**config.mk**
```make
export PLATFORM = sky130hd
export DESIGN_NAME = m_mem_access_unit
export DESIGN_NICKNAME = d
export VERILOG_FILES = /design/src/rtl/m_mem_access_unit_pkg.sv /design/src/rtl/m_mem_access_unit_load_extend.sv /design/src/rtl/m_mem_access_unit.sv
export SDC_FILE = /design/constraint.sdc
export NUM_CORES = 1
export LEC_CHECK = 0
export CORE_MARGIN = 1.5
export CORE_UTILIZATION = 24
export DETAILED_ROUTE_END_ITERATION = 8
export PLACE_DENSITY = 0.61
export SYNTH_ARGS = -nofsm -noshare
export SYNTH_HDL_FRONTEND = slang
export SYNTH_SLANG_ARGS = --single-unit
```
**constraint.sdc**
```tcl
create_clock -name clk -period 2.04 [get_ports clk]
set_input_delay 0.204 -clock clk [delete_from_list [all_inputs] [get_ports clk]]
set_output_delay 0.204 -clock clk [all_outputs]
set_load 0.02 [all_outputs]
```
**src/rtl/m_mem_access_unit_pkg.sv**
```systemverilog
// m_mem_access_unit_pkg: access-size encodings, FSM states and lane helpers
package m_mem_access_unit_pkg;
  localparam logic [1:0] SZ_BYTE  = 2'd0;
  localparam logic [1:0] SZ_HALF  = 2'd1;
  localparam logic [1:0] SZ_WORD  = 2'd2;
  localparam logic [1:0] SZ_DWORD = 2'd3;
  typedef enum logic {ST_IDLE = 1'b0, ST_WAIT = 1'b1} state_t;
  function automatic logic [7:0] lane_mask(input logic [1:0] sz);
    return sz == SZ_BYTE ? 8'h01 : sz == SZ_HALF ? 8'h03 : sz == SZ_WORD ? 8'h0F : 8'hFF;
  endfunction
  function automatic logic [2:0] align_mask(input logic [1:0] sz);
    return sz == SZ_BYTE ? 3'b000 : sz == SZ_HALF ? 3'b001 : sz == SZ_WORD ? 3'b011 : 3'b111;
  endfunction
endpackage

```
**src/rtl/m_mem_access_unit_load_extend.sv**
```systemverilog
// m_load_extend: shifts the addressed lanes down and sign/zero-extends the load result
module m_load_extend import m_mem_access_unit_pkg::*; #(
  parameter int DATA_W = 32,
  localparam int OB = $clog2(DATA_W / 8)
) (
  input  logic [DATA_W-1:0] rdata,
  input  logic [OB-1:0]     off,
  input  logic [1:0]        size,
  input  logic              uns,
  output logic [DATA_W-1:0] data
);
  logic [DATA_W-1:0] sh, keep, sbit;
  logic [6:0] w, wc;
  always_comb begin
    sh = rdata >> {off, 3'b000};
    w = size == SZ_DWORD ? 7'd64 : 7'd8 << size;
    wc = w > 7'(DATA_W) ? 7'(DATA_W) : w;
    keep = ~({DATA_W{1'b1}} << wc);
    sbit = DATA_W'(1'b1) << (wc - 7'd1);
    data = (sh & keep) | ({DATA_W{~uns & |(sh & sbit)}} & ~keep);
  end
endmodule

```
**src/rtl/m_mem_access_unit.sv**
```systemverilog
// m_mem_access_unit: M-stage data-memory request/ack unit with lane steering, stall and exceptions
module m_mem_access_unit import m_mem_access_unit_pkg::*; #(
  parameter int DATA_W  = 32,
  parameter int ADDR_W  = 32,
  parameter int TIMEOUT = 16
) (
  input  logic                  clk,
  input  logic                  reset,
  input  logic                  M_valid,
  input  logic                  M_load,
  input  logic                  M_store,
  input  logic [1:0]            M_size,
  input  logic                  M_unsigned,
  input  logic [ADDR_W-1:0]     M_addr,
  input  logic [DATA_W-1:0]     M_wdata,
  output logic                  mem_req,
  output logic                  mem_we,
  output logic [ADDR_W-1:0]     mem_addr,
  output logic [DATA_W/8-1:0]   mem_byteen,
  output logic [DATA_W-1:0]     mem_wdata,
  input  logic                  mem_ack,
  input  logic [DATA_W-1:0]     mem_rdata,
  output logic [DATA_W-1:0]     M_load_data,
  output logic                  M_stall,
  output logic                  M_exc_adel,
  output logic                  M_exc_ades,
  output logic                  M_exc_bus
);
  localparam int NB = DATA_W / 8;
  localparam int OB = $clog2(NB);
  localparam int CW = TIMEOUT > 0 ? $clog2(TIMEOUT + 1) : 1;
  state_t state, nxt;
  logic [CW-1:0] cnt;
  logic [ADDR_W-1:0] addr_q, addr_l;
  logic [NB-1:0] be_q, be_l;
  logic [DATA_W-1:0] wd_q, wd_l;
  logic [OB-1:0] off, off_q, ext_off;
  logic [1:0] size_q, ext_size;
  logic we_q, uns_q, ext_uns, mis, go, wt, hit;
  assign off = M_addr[OB-1:0];
  assign mis = |(M_addr[2:0] & align_mask(M_size));
  assign go = M_valid & (M_load | M_store) & ~mis;
  assign wt = state == ST_WAIT;
  assign hit = TIMEOUT != 0 && cnt == CW'(TIMEOUT - 1);
  assign addr_l = {M_addr[ADDR_W-1:OB], {OB{1'b0}}};
  assign be_l = M_store ? NB'(lane_mask(M_size)) << off : '0;
  assign wd_l = M_wdata << {off, 3'b000};
  always_ff @(posedge clk) begin
    if (reset) state <= ST_IDLE;
    else state <= nxt;
  end
  always_comb nxt = wt ? (mem_ack | hit ? ST_IDLE : ST_WAIT) : (go & ~mem_ack ? ST_WAIT : ST_IDLE);
  // request fields are frozen on entry to WAIT so the bus sees a stable request
  always_ff @(posedge clk) begin
    if (reset) begin
      cnt <= '0;
      addr_q <= '0;
      be_q <= '0;
      wd_q <= '0;
      we_q <= 1'b0;
      off_q <= '0;
      size_q <= '0;
      uns_q <= 1'b0;
    end else if (!wt && go && !mem_ack) begin
      cnt <= '0;
      addr_q <= addr_l;
      be_q <= be_l;
      wd_q <= wd_l;
      we_q <= M_store;
      off_q <= off;
      size_q <= M_size;
      uns_q <= M_unsigned;
    end else if (wt && !(&cnt)) begin
      cnt <= cnt + 1'b1;
    end
  end
  always_comb begin
    mem_req = ~reset & (wt | go);
    mem_we = ~reset & (wt ? we_q : go & M_store);
    mem_addr = wt ? addr_q : addr_l;
    mem_byteen = wt ? be_q : be_l;
    mem_wdata = wt ? wd_q : wd_l;
    ext_off = wt ? off_q : off;
    ext_size = wt ? size_q : M_size;
    ext_uns = wt ? uns_q : M_unsigned;
    M_stall = ~reset & ~mem_ack & (wt ? ~hit : go);
    M_exc_adel = ~reset & ~wt & M_valid & M_load & mis;
    M_exc_ades = ~reset & ~wt & M_valid & M_store & mis;
    M_exc_bus = ~reset & wt & ~mem_ack & hit;
  end
  m_load_extend #(.DATA_W(DATA_W)) u_ext (
    .rdata(mem_rdata),
    .off(ext_off),
    .size(ext_size),
    .uns(ext_uns),
    .data(M_load_data)
  );
endmodule

```
# Yosys cells after proc, flatten, opt, wreduce, memory -nomap -nowiden
# Cells that the tools add are included.
dict set report word_totals {
  reg_bits 78
  output_inout_bits 106
  in_bits 105
  word_cells 86
}
dict set report classes {
  shift 6
  n_eq_ne 4
  n_addsub 2
  reduce_logical 11
  mux 19
  bitwise 34
  n_lt_le_gt_ge 1
}
# cell count
set op_table {}
lappend op_table {{$and 32x32->32} 3}
lappend op_table {{$mux 32} 2}
lappend op_table {{$not 32->32} 2}
lappend op_table {{$or 32x32->32} 1}
lappend op_table {{$reduce_or 32->1} 1}
lappend op_table {{$shl 1x7->32 const A} 1}
lappend op_table {{$shl 32x5->32} 1}
lappend op_table {{$shl 32x7->32 const A} 1}
lappend op_table {{$shr 32x5->32} 1}
lappend op_table {{$and 1x1->1} 18}
lappend op_table {{$mux 4} 4}
lappend op_table {{$mux 7} 2}
lappend op_table {{$mux 3} 3}
lappend op_table {{$gt 7x6->1 const B} 1}
lappend op_table {{$shl 4x2->7 const A} 1}
lappend op_table {{$sub 7x1->7 const B} 1}
lappend op_table {{$mux 1} 6}
lappend op_table {{$not 1->1} 6}
lappend op_table {{$add 5x1->5 const B} 1}
lappend op_table {{$eq 5x4->1 const B} 1}
lappend op_table {{$reduce_and 5->1} 1}
lappend op_table {{$eq 2x2->1 const B} 2}
lappend op_table {{$mux 2} 2}
lappend op_table {{$shl 4x2->4} 1}
lappend op_table {{8 further kinds} 14}

# Longest topological paths before layout
# Gate-level depths: netlist of run 1.
dict set report depth {
  word_depth 12
  ltp_mapped 9
}

# Hierarchy
# A second synthesis of run 1 with hierarchy kept.
dict set report unflattened {
  cells_unflattened 672
  area_unflattened_um2 5073.6
}
# module seq_area_each_um2 cells_per_inst n_inst area_each_um2
set by_module_without_submodules {}
lappend by_module_without_submodules {m_mem_access_unit 1561.5 553 1 4289.1}
lappend by_module_without_submodules {m_load_extend 0.0 119 1 784.5}

# Worst setup path after synthesis of run 1
# No wires, ideal clock.
dict set report synth_path {
  kind {register to output}
  start {reg state}
  end {out M_load_data[10]}
  slack_ns -0.069
  n_path_buf 1
  arrival_time_ns 1.905
  path_stages_with_launch 7
  required_time_ns 1.836
  cell_sequence {dfxtp_1 buf_6 mux2_4 mux2i_2 mux2i_1 o211ai_1 o21ai_0}
}
dict set report synth_via {
  elab_chain_len 12
  word_cells_on_any_way 21
}
# item line
set synth_rtl {}
lappend synth_rtl {{from (decl)} m_mem_access_unit.sv:32} ;# state_t state, nxt;
lappend synth_rtl {{from (signal assigned)} m_mem_access_unit.sv:50} ;# else state <= nxt;
lappend synth_rtl {{$mux 2} m_mem_access_unit.sv:84} ;# ext_size = wt ? size_q : M_size;
lappend synth_rtl {{$shl 4x2->7 or $eq 2x2->1 (tied branches)} m_mem_access_unit_load_extend.sv:16} ;# w = size == SZ_DWORD ? 7'd64 : 7'd8 << size;
lappend synth_rtl {{$mux 7} m_mem_access_unit_load_extend.sv:16}
lappend synth_rtl {{$gt 7x6->1} m_mem_access_unit_load_extend.sv:17} ;# wc = w > 7'(DATA_W) ? 7'(DATA_W) : w;
lappend synth_rtl {{$mux 7} m_mem_access_unit_load_extend.sv:17}
lappend synth_rtl {{$sub 7x1->7} m_mem_access_unit_load_extend.sv:19} ;# sbit = DATA_W'(1'b1) << (wc - 7'd1);
lappend synth_rtl {{$shl 1x7->32} m_mem_access_unit_load_extend.sv:19}
lappend synth_rtl {{$and 32x32->32} m_mem_access_unit_load_extend.sv:20} ;# data = (sh & keep) | ({DATA_W{~uns & |(sh & sbit)}} & ~keep);
lappend synth_rtl {{$reduce_or 32->1} m_mem_access_unit_load_extend.sv:20}
lappend synth_rtl {{$and 1x1->1} m_mem_access_unit_load_extend.sv:20}
lappend synth_rtl {{$and 32x32->32} m_mem_access_unit_load_extend.sv:20}
lappend synth_rtl {{$or 32x32->32 (*)} m_mem_access_unit_load_extend.sv:20}
lappend synth_rtl {{to (decl)} m_mem_access_unit.sv:23} ;# output logic [DATA_W-1:0] M_load_data,
# Mark *: on every way between the ends. The rest lies on a longest branch, timed or not.

# Worst setup path after layout of run 1
# Ends and elaborated chain as after synthesis.

==> metrics.txt, run 1 <==
# TYPE chip_impl_metric gauge
chip_impl_info{name="run_status",value="finished, violations left"} 1
chip_impl_info{name="violations_in_the_final_reports",value="negative setup slack"} 1
chip_impl_metric{name="yosysUniqueCellTypes",unit=""} 48
chip_impl_info{name="synth_top_cell_by_area",value="sky130_fd_sc_hd__dfxtp_1"} 1
chip_impl_metric{name="timing.clock.skew",unit="ps"} 8.423
chip_impl_metric{name="nNetsFinal",unit=""} 991
chip_impl_metric{name="antenna_found_initial",unit=""} 0
chip_impl_metric{name="worst-path-max-fanout",unit=""} 7
chip_impl_metric{name="layout_worst_path_cycle_share",unit="%"} 125.1
chip_impl_metric{name="first_pass_grt_wire_length",unit="mm"} 27.74
chip_impl_metric{name="drtIter0Drc",unit=""} 200
chip_impl_metric{name="power.density_cell_area",unit="nW/um2"} 553.5
chip_impl_metric{name="post-place-cells",unit=""} 1125
chip_impl_info{name="uppermost_layer_routed",value="met4"} 1
chip_impl_metric{name="wl_met1",unit="mm"} 7.851
chip_impl_metric{name="insertion_delay",unit="ps"} 350
chip_impl_metric{name="number_of_warnings_reported_in_the_yosys_synthesis_log",unit=""} 0
chip_impl_info{name="holdCritPathClass",value="in2reg"} 1
chip_impl_info{name="rsz0062_at_grt",value="yes"} 1
chip_impl_metric{name="worst_path_largest_cell_delay",unit="ps"} 390
chip_impl_metric{name="synth_top_area_share",unit="%"} 30.71
chip_impl_info{name="clk_root_buffer_cell",value="sky130_fd_sc_hd__clkbuf_16"} 1
chip_impl_metric{name="met3_length",unit="mm"} 1.233
chip_impl_metric{name="post_route_insts_no_fill",unit=""} 1163
chip_impl_metric{name="final.min_clock_period",unit="ps"} 2552
chip_impl_metric{name="globalplace.congestion",unit=""} 0.8540
chip_impl_metric{name="syn-instance-count",unit=""} 608
chip_impl_metric{name="remaining_routing_drc_violations",unit=""} 0
chip_impl_info{name="synth-main-ff-cell",value="sky130_fd_sc_hd__dfxtp_1"} 1
chip_impl_metric{name="detailroute.via_count",unit=""} 5355
chip_impl_metric{name="synth.avg_cell_area",unit="um2"} 8.363
chip_impl_info{name="worst_setup_path_end_kind",value="output pin"} 1
chip_impl_metric{name="power.static_leakage",unit="nW"} 3.575
chip_impl_info{name="synth.area.top_cells",value="sky130_fd_sc_hd__dfxtp_1, sky130_fd_sc_hd__mux2i_1, sky130_fd_sc_hd__mux2_2"} 1
chip_impl_metric{name="grt-ovfl-total",unit=""} 0
chip_impl_metric{name="relSlewSlack",unit="%"} 40.03
chip_impl_metric{name="start_util",unit="%"} 24.34
chip_impl_metric{name="cts.sinks",unit=""} 78
chip_impl_metric{name="floorplan.core_area",unit="um2"} 20890
chip_impl_info{name="critPathLaunchType",value="register"} 1
chip_impl_metric{name="average_via_count_per_standard_cell",unit=""} 4.604
chip_impl_metric{name="synth-seq-area-share",unit="%"} 30.71
chip_impl_metric{name="number_of_synthesized_flops_with_an_enable_pin",unit=""} 0
chip_impl_metric{name="vdd.ir_drop.worst",unit="uV"} 316.5
chip_impl_metric{name="track_usage",unit="%"} 16.12
chip_impl_info{name="post-synth-top-count-cell",value="sky130_fd_sc_hd__nor2_1"} 1
chip_impl_metric{name="cts.path.max_buffers",unit=""} 2
chip_impl_info{name="cts_tree",value="yes"} 1
chip_impl_metric{name="timing.reg2reg.setup_slack",unit="ps"} 170
chip_impl_metric{name="die_area",unit="um2"} 22070
chip_impl_info{name="timing.critical_path.slowest_stage_cell",value="sky130_fd_sc_hd__dfxtp_4"} 1
chip_impl_metric{name="grt_pass1_vias",unit=""} 5225
chip_impl_metric{name="total_wirelength_of_the_detailed_routed_design",unit="mm"} 18.12
chip_impl_metric{name="die_width",unit="um"} 148.6
chip_impl_metric{name="flow.area_growth_from_synthesis",unit="%"} 71.24
chip_impl_metric{name="drt_first_pass_iters",unit=""} 4
chip_impl_metric{name="timing.final.ws_setup",unit="ps"} -512.3
chip_impl_metric{name="dpl_worst_slack",unit="ps"} -1072
chip_impl_metric{name="grt_max_degree",unit=""} 56
chip_impl_info{name="crit_type",value="reg2out"} 1
chip_impl_info{name="netlist_top_cells_count",value="sky130_fd_sc_hd__nor2_1, sky130_fd_sc_hd__mux2i_1, sky130_fd_sc_hd__dfxtp_1"} 1
chip_impl_metric{name="report.final.setup_viol",unit=""} 31
chip_impl_metric{name="post_drt_wl_per_cell",unit="um"} 15.58
chip_impl_metric{name="synthesis.area",unit="um2"} 5085
chip_impl_metric{name="max_freq",unit="GHz"} 0.3918
chip_impl_metric{name="yosys_register_bits",unit=""} 78
chip_impl_metric{name="antenna_violating_nets_post_route",unit=""} 0
chip_impl_metric{name="drive_above_1_share",unit="%"} 34.01
chip_impl_metric{name="max_h_tree_level",unit=""} 3
chip_impl_metric{name="worst_slew_pin_slew",unit="ps"} 892.6
chip_impl_metric{name="register_clock_pin_slew_on_the_reported_worst_setup_and_hold_paths",unit="ps"} 60
chip_impl_metric{name="drv_slew",unit=""} 0
chip_impl_metric{name="cap_viol_max_count",unit=""} 0
chip_impl_metric{name="timing.final.hold_violations",unit=""} 0
chip_impl_metric{name="synth-async-reset-ratio",unit="%"} 0
chip_impl_metric{name="dr_wl_met2",unit="mm"} 8.847
chip_impl_metric{name="cts_bufs_inserted",unit=""} 9
chip_impl_metric{name="fp-row-count",unit=""} 53
chip_impl_metric{name="design.portCount",unit=""} 211
chip_impl_metric{name="antenna_cells",unit=""} 0
chip_impl_info{name="crit_top_cell",value="sky130_fd_sc_hd__buf_4"} 1
chip_impl_metric{name="timing.critical_path.arrival",unit="ps"} 2350
chip_impl_metric{name="hpwlAfterDp",unit="mm"} 12.99
chip_impl_metric{name="floorplan.die.height",unit="um"} 148.6
chip_impl_metric{name="portBuffers",unit=""} 208
chip_impl_metric{name="data_required_time_at_the_worst_endpoint",unit="ps"} 1840
chip_impl_info{name="timing.critical_path.cells",value="mux2_4, mux2i_2, buf_4, mux2i_4, o211ai_1, buf_4, o21ai_0, clkdlybuf4s15_2"} 1
[cell usage in the layout (no fill, tap or decap), types with 29 or more instances in the layout]
master / netlist / final
sky130_fd_sc_hd__buf_4: 3 / 102
sky130_fd_sc_hd__buf_6: 7 / 30
sky130_fd_sc_hd__o21ai_0: 54 / 29
sky130_fd_sc_hd__clkdlybuf4s50_1: 0 / 99
sky130_fd_sc_hd__nand2_1: 30 / 30
sky130_fd_sc_hd__mux2i_1: 88 / 77
sky130_fd_sc_hd__dfxtp_1: 78 / 77
sky130_fd_sc_hd__mux2_2: 48 / 48
sky130_fd_sc_hd__dlygate4sd2_1: 0 / 33
sky130_fd_sc_hd__nor2_1: 103 / 103
[critical path: cells and delay by family, from the launching register on]
kind,cells,cell delay [ps]
multiplexers,3,670
flip-flops,1,390
buffers and inverters,3,640
AO/OA/AOI/OAI,2,300
[power breakdown]
| group | switching, mW | internal [mW] |
|---|---|---|
| Clock | 0.682 | 0.977 |
| Combinational | 0.782 | 0.801 |
| Sequential | 0.0183 | 1.56 |
| Total | 1.48 | 3.34 |
[registers in the layout, summed over array words and instances (netlist names)]
name	cells
be_q	4
uns_q	1
state	1
addr_q	30
wd_q	32
cnt	5
size_q	2
we_q	1
off_q	2
[layout make-up]
| cell class | instances | area, um2 |
|---|---|---|
| clock buffers | 10 | 239.0 |
| clock inverters | 6 | 61.31 |
| fillers | 2081 | 12180 |
| inverters | 7 | 26.28 |
| multi-input cells | 472 | 3538 |
| flip-flops and latches | 78 | 1565 |
| well taps | 275 | 344.1 |
| repair buffers | 315 | 2933 |
[worst paths after layout]
path                      to  startpoint  cells after the start
max          M_load_data[10]       state                      8
min                 off_q[1]   M_addr[1]                      4
max reg2reg         wd_q[12]       state                      7
min reg2reg          wd_q[7]     wd_q[7]                      2
[cells by family after synthesis]
family | synth area share, %
other cells | 0.07375
fa+ha+maj | 0.7383
simple gates | 17.86
flops | 30.71
xor+xnor | 0.5168
compound gates | 15.30
buf+inv | 5.832
mux | 28.96
[what timing repair did]
| action | in CTS | in global routing |
|---|---|---|
| setup buffers | 13 | 7 |
| gates cloned | 3 | 0 |
| pin swaps | 6 | 5 |
| endpoints found under the setup margin | 122 | 89 |
| hold buffers | 0 | 0 |
| resized for setup | 379 | 84 |
[stage by stage]
stage	utilization [%]	power [mW]	setup TNS, ps	hold slack [ps]	area (um2)
finish	41.68	4.820	-11360	339.9	8707
floorplan	-	2.318	-535.6	283.3	5092
CTS	40.99	4.820	-12490	338.1	8563
global route	41.68	5.046	-15790	353.6	8707
global placement	37.97	3.100	-71740	458.2	7931
detailed placement	37.97	3.106	-73140	462.9	7931
[layer usage]
layer / vias up / track usage, %
met2: 154 / 28.16
met1: 2490 / 19.56
met4: 0 / 4.505
li1: 2693 / -
met3: 18 / 4.018
met5: - / 0
Power figures use the tool's default switching activity.
==> run 2: changes to the inputs <==
Settings changed: ABC_CLOCK_PERIOD_IN_PS set to 2040, CAP_MARGIN set to 15, SKIP_LAST_GASP set to 1.
==> run 2 against run 1 <==
  * The flow still finishes with violations (negative setup slack)
  * Die area did not move
  * Sequential share of layout area is 0.38 points lower
  * Critical path depth did not move
  * Clock skew hardly changed
  * Global-route usage down 0.14 points
  * Wire length grew 1.7%
  * First-iteration DRC count is 6.0% higher
  * Core utilization rose by 0.91 points
  * Sequential power is essentially flat
  * Clock power hardly changed
  * Setup slack better by 91 ps
  * Design area rose by 2.2%
  * Critical path type unchanged
==> metrics.txt, run 2 (same netlist as run 1, synthesis figures left out) <==
# TYPE chip_impl_metric gauge
chip_impl_metric{name="grt_max_degree",unit=""} 56
chip_impl_info{name="critPathLaunchType",value="register"} 1
chip_impl_metric{name="worst-path-buf-inv",unit=""} 3
chip_impl_metric{name="start_util",unit="%"} 24.34
chip_impl_metric{name="timing.final.hold_violations",unit=""} 0
chip_impl_metric{name="remaining_routing_drc_violations",unit=""} 0
chip_impl_info{name="timing.critical_path.cells",value="mux2i_4, mux2i_2, o31ai_4, o32ai_4, buf_6, buf_4, o21ai_2, buf_6"} 1
chip_impl_metric{name="internal_power",unit="mW"} 3.383
chip_impl_info{name="biggest_regs",value="wd_q x32, addr_q x30, cnt x5"} 1
chip_impl_metric{name="fillerInstances",unit=""} 2054
chip_impl_info{name="run_status",value="finished, violations left"} 1
chip_impl_metric{name="p_switching",unit="mW"} 1.509
chip_impl_metric{name="flow.area_growth_from_synthesis",unit="%"} 74.98
chip_impl_metric{name="layout_worst_path_cycle_share",unit="%"} 120.6
chip_impl_metric{name="worst_slew_pin_slew",unit="ps"} 898.9
chip_impl_metric{name="first_pass_grt_wire_length",unit="mm"} 27.53
chip_impl_metric{name="average_via_count_per_standard_cell",unit=""} 4.645
chip_impl_metric{name="worst-path-max-fanout",unit=""} 7
chip_impl_metric{name="placedInstanceArea",unit="um2"} 7931
chip_impl_metric{name="report.final.setup_viol",unit=""} 29
chip_impl_metric{name="vdd.ir_drop.worst",unit="uV"} 319.0
chip_impl_metric{name="pwr-share-seq",unit="%"} 32.3
chip_impl_metric{name="die_width",unit="um"} 148.6
chip_impl_info{name="largest_register",value="wd_q"} 1
chip_impl_info{name="violations_in_the_final_reports",value="negative setup slack"} 1
chip_impl_info{name="timing.critical_path.slowest_stage_cell",value="sky130_fd_sc_hd__dfxtp_4"} 1
chip_impl_metric{name="max_freq",unit="GHz"} 0.4063
chip_impl_metric{name="drive_above_1_share",unit="%"} 35.31
chip_impl_metric{name="total_wirelength_of_the_detailed_routed_design",unit="mm"} 18.43
chip_impl_metric{name="cap_viol_max_count",unit=""} 0
chip_impl_metric{name="p_clk_share",unit="%"} 33.9
chip_impl_metric{name="detailroute.via_count",unit=""} 5421
chip_impl_metric{name="final.min_clock_period",unit="ps"} 2461
chip_impl_metric{name="drt_first_pass_iters",unit=""} 4
chip_impl_info{name="mostFrequentLayoutCells",value="sky130_fd_sc_hd__nor2_1, sky130_fd_sc_hd__clkdlybuf4s50_1, sky130_fd_sc_hd__buf_4"} 1
chip_impl_metric{name="timing.clock.skew",unit="ps"} 8.436
chip_impl_metric{name="grt-ovfl-total",unit=""} 0
chip_impl_metric{name="fp-row-count",unit=""} 53
chip_impl_metric{name="share_comb_of_total_power",unit="%"} 33.9
chip_impl_info{name="cts_tree",value="yes"} 1
chip_impl_info{name="clk_root_buffer_cell",value="sky130_fd_sc_hd__clkbuf_16"} 1
chip_impl_info{name="rsz0062_at_grt",value="yes"} 1
chip_impl_metric{name="cts.path.max_buffers",unit=""} 2
chip_impl_metric{name="fin_hold_ws",unit="ps"} 213.0
chip_impl_metric{name="met3_length",unit="mm"} 1.230
chip_impl_metric{name="power.static_leakage",unit="nW"} 3.736
chip_impl_metric{name="die_area",unit="um2"} 22070
chip_impl_metric{name="data_required_time_at_the_worst_endpoint",unit="ps"} 1840
chip_impl_metric{name="p_sw_share",unit="%"} 30.84
chip_impl_metric{name="nNetsFinal",unit=""} 995
chip_impl_metric{name="floorplan.die.height",unit="um"} 148.6
chip_impl_metric{name="floorplan.core_area",unit="um2"} 20890
chip_impl_metric{name="track_usage",unit="%"} 15.98
chip_impl_metric{name="drtIter0Drc",unit=""} 212
chip_impl_metric{name="hpwlAfterDp",unit="mm"} 12.99
chip_impl_metric{name="globalplace.congestion",unit=""} 0.8540
chip_impl_info{name="holdCritPathClass",value="in2reg"} 1
chip_impl_info{name="crit_top_cell",value="sky130_fd_sc_hd__buf_6"} 1
chip_impl_metric{name="post_route_insts_no_fill",unit=""} 1167
chip_impl_info{name="uppermost_layer_routed",value="met4"} 1
chip_impl_info{name="layout.cells.most_common",value="sky130_fd_sc_hd__nor2_1"} 1
chip_impl_metric{name="post_drt_wl_per_cell",unit="um"} 15.80
chip_impl_metric{name="design.portCount",unit=""} 211
chip_impl_metric{name="cts.sinks",unit=""} 78
chip_impl_metric{name="insertion_delay",unit="ps"} 350
chip_impl_metric{name="worst_path_largest_cell_delay",unit="ps"} 390
chip_impl_info{name="worst_path_dominant_cell_family",value="multiplexers"} 1
chip_impl_metric{name="final_instance_area",unit="um2"} 8897
chip_impl_info{name="crit_type",value="reg2out"} 1
chip_impl_metric{name="max_h_tree_level",unit=""} 3
chip_impl_metric{name="antenna_found_initial",unit=""} 0
chip_impl_metric{name="largest_register_ff_count",unit=""} 32
chip_impl_info{name="worst_setup_path_end_kind",value="output pin"} 1
chip_impl_metric{name="grt_pass1_vias",unit=""} 5181
chip_impl_metric{name="antenna_violating_nets_post_route",unit=""} 0
chip_impl_metric{name="relSlewSlack",unit="%"} 39.61
chip_impl_metric{name="post-place-cells",unit=""} 1125
chip_impl_metric{name="register_clock_pin_slew_on_the_reported_worst_setup_and_hold_paths",unit="ps"} 60
chip_impl_metric{name="dr_wl_met2",unit="mm"} 9.060
chip_impl_metric{name="drv_slew",unit=""} 0
chip_impl_metric{name="timing.critical_path.arrival",unit="ps"} 2260
chip_impl_metric{name="cts_bufs_inserted",unit=""} 9
chip_impl_metric{name="timing.final.ws_setup",unit="ps"} -421.1
chip_impl_metric{name="power.density_cell_area",unit="nW/um2"} 549.8
chip_impl_metric{name="antenna_cells",unit=""} 0
chip_impl_metric{name="wl_met1",unit="mm"} 7.919
chip_impl_metric{name="portBuffers",unit=""} 208
[run 2: cell types whose count changed in the layout (fill, tap and decap cells not counted), sizes merged]
cell / before / now
dlymetal6s2s: 0 / 13
buf: 166 / 175
clkbuf: 13 / 14
dlygate4sd2: 33 / 21
clkdlybuf4s50: 99 / 98
clkdlybuf4s15: 14 / 8
[run 2: power by group through the flow]
stage          Clock (mW)  Combinational, mW  Sequential [mW]
6_report             1.66               1.66             1.58
5_1_grt              1.77               1.77             1.58
4_1_cts              1.71               1.53             1.58
3_5_place_dp            0               1.50             1.61
3_3_place_gp            0               1.49             1.61
2_1_floorplan           0              0.711             1.61
[run 2: worst min-delay path, stage by stage]
cell	delay (ps)
sky130_fd_sc_hd__dlymetal6s2s_1	150
sky130_fd_sc_hd__mux2i_1	90
sky130_fd_sc_hd__nor2_1	80
[run 2: final cells by class]
cell class	count	area, um2	share of cell area, %
Multi-Input combinational cell	472	3636	40.87
Timing Repair Buffer	319	3025	34.00
Sequential cell	78	1565	17.59
Tap cell	275	344.1	3.867
Clock buffer	10	239.0	2.686
Inverter	7	26.28	0.2953
Clock inverter	6	61.31	0.6891
[run 2: metrics by stage]
step	setup TNS, ps	util [%]	power, mW	setup slack (ps)
5_1_grt	-13240	42.59	5.118	-513.1
3_5_place_dp	-73140	37.97	3.106	-1072
4_1_cts	-15590	40.92	4.818	-559.0
2_1_floorplan	-535.6	-	2.318	-37.53
6_report	-9469	42.59	4.891	-421.1
3_3_place_gp	-71740	37.97	3.100	-942.4
[run 2: routing by layer]
layer	up-vias	GRT usage (%)
met1	2544	19.65
li1	2702	-
met3	21	4.018
met4	0	4.158
met2	154	27.70
met5	-	0
[run 2: timing repair]
action / CTS / global route
hold buffers: 0 / 0
setup endpoints to repair: 122 / 92
pin swaps: 6 / 13
setup buffers: 13 / 12
resized for setup: 347 / 154
cloned: 3 / 1
endpoints found under the hold margin: 0 / 0
[run 2: final timing paths]
| kind | startpoint | end | slack (ps) | depth (start not counted) |
|---|---|---|---|---|
| max reg2reg | state | wd_q[12] | 170 | 7 |
| min reg2reg | be_q[2] | be_q[2] | 470 | 2 |
| max | state | M_load_data[19] | -420 | 8 |
| min | M_size[0] | size_q[0] | 210 | 3 |
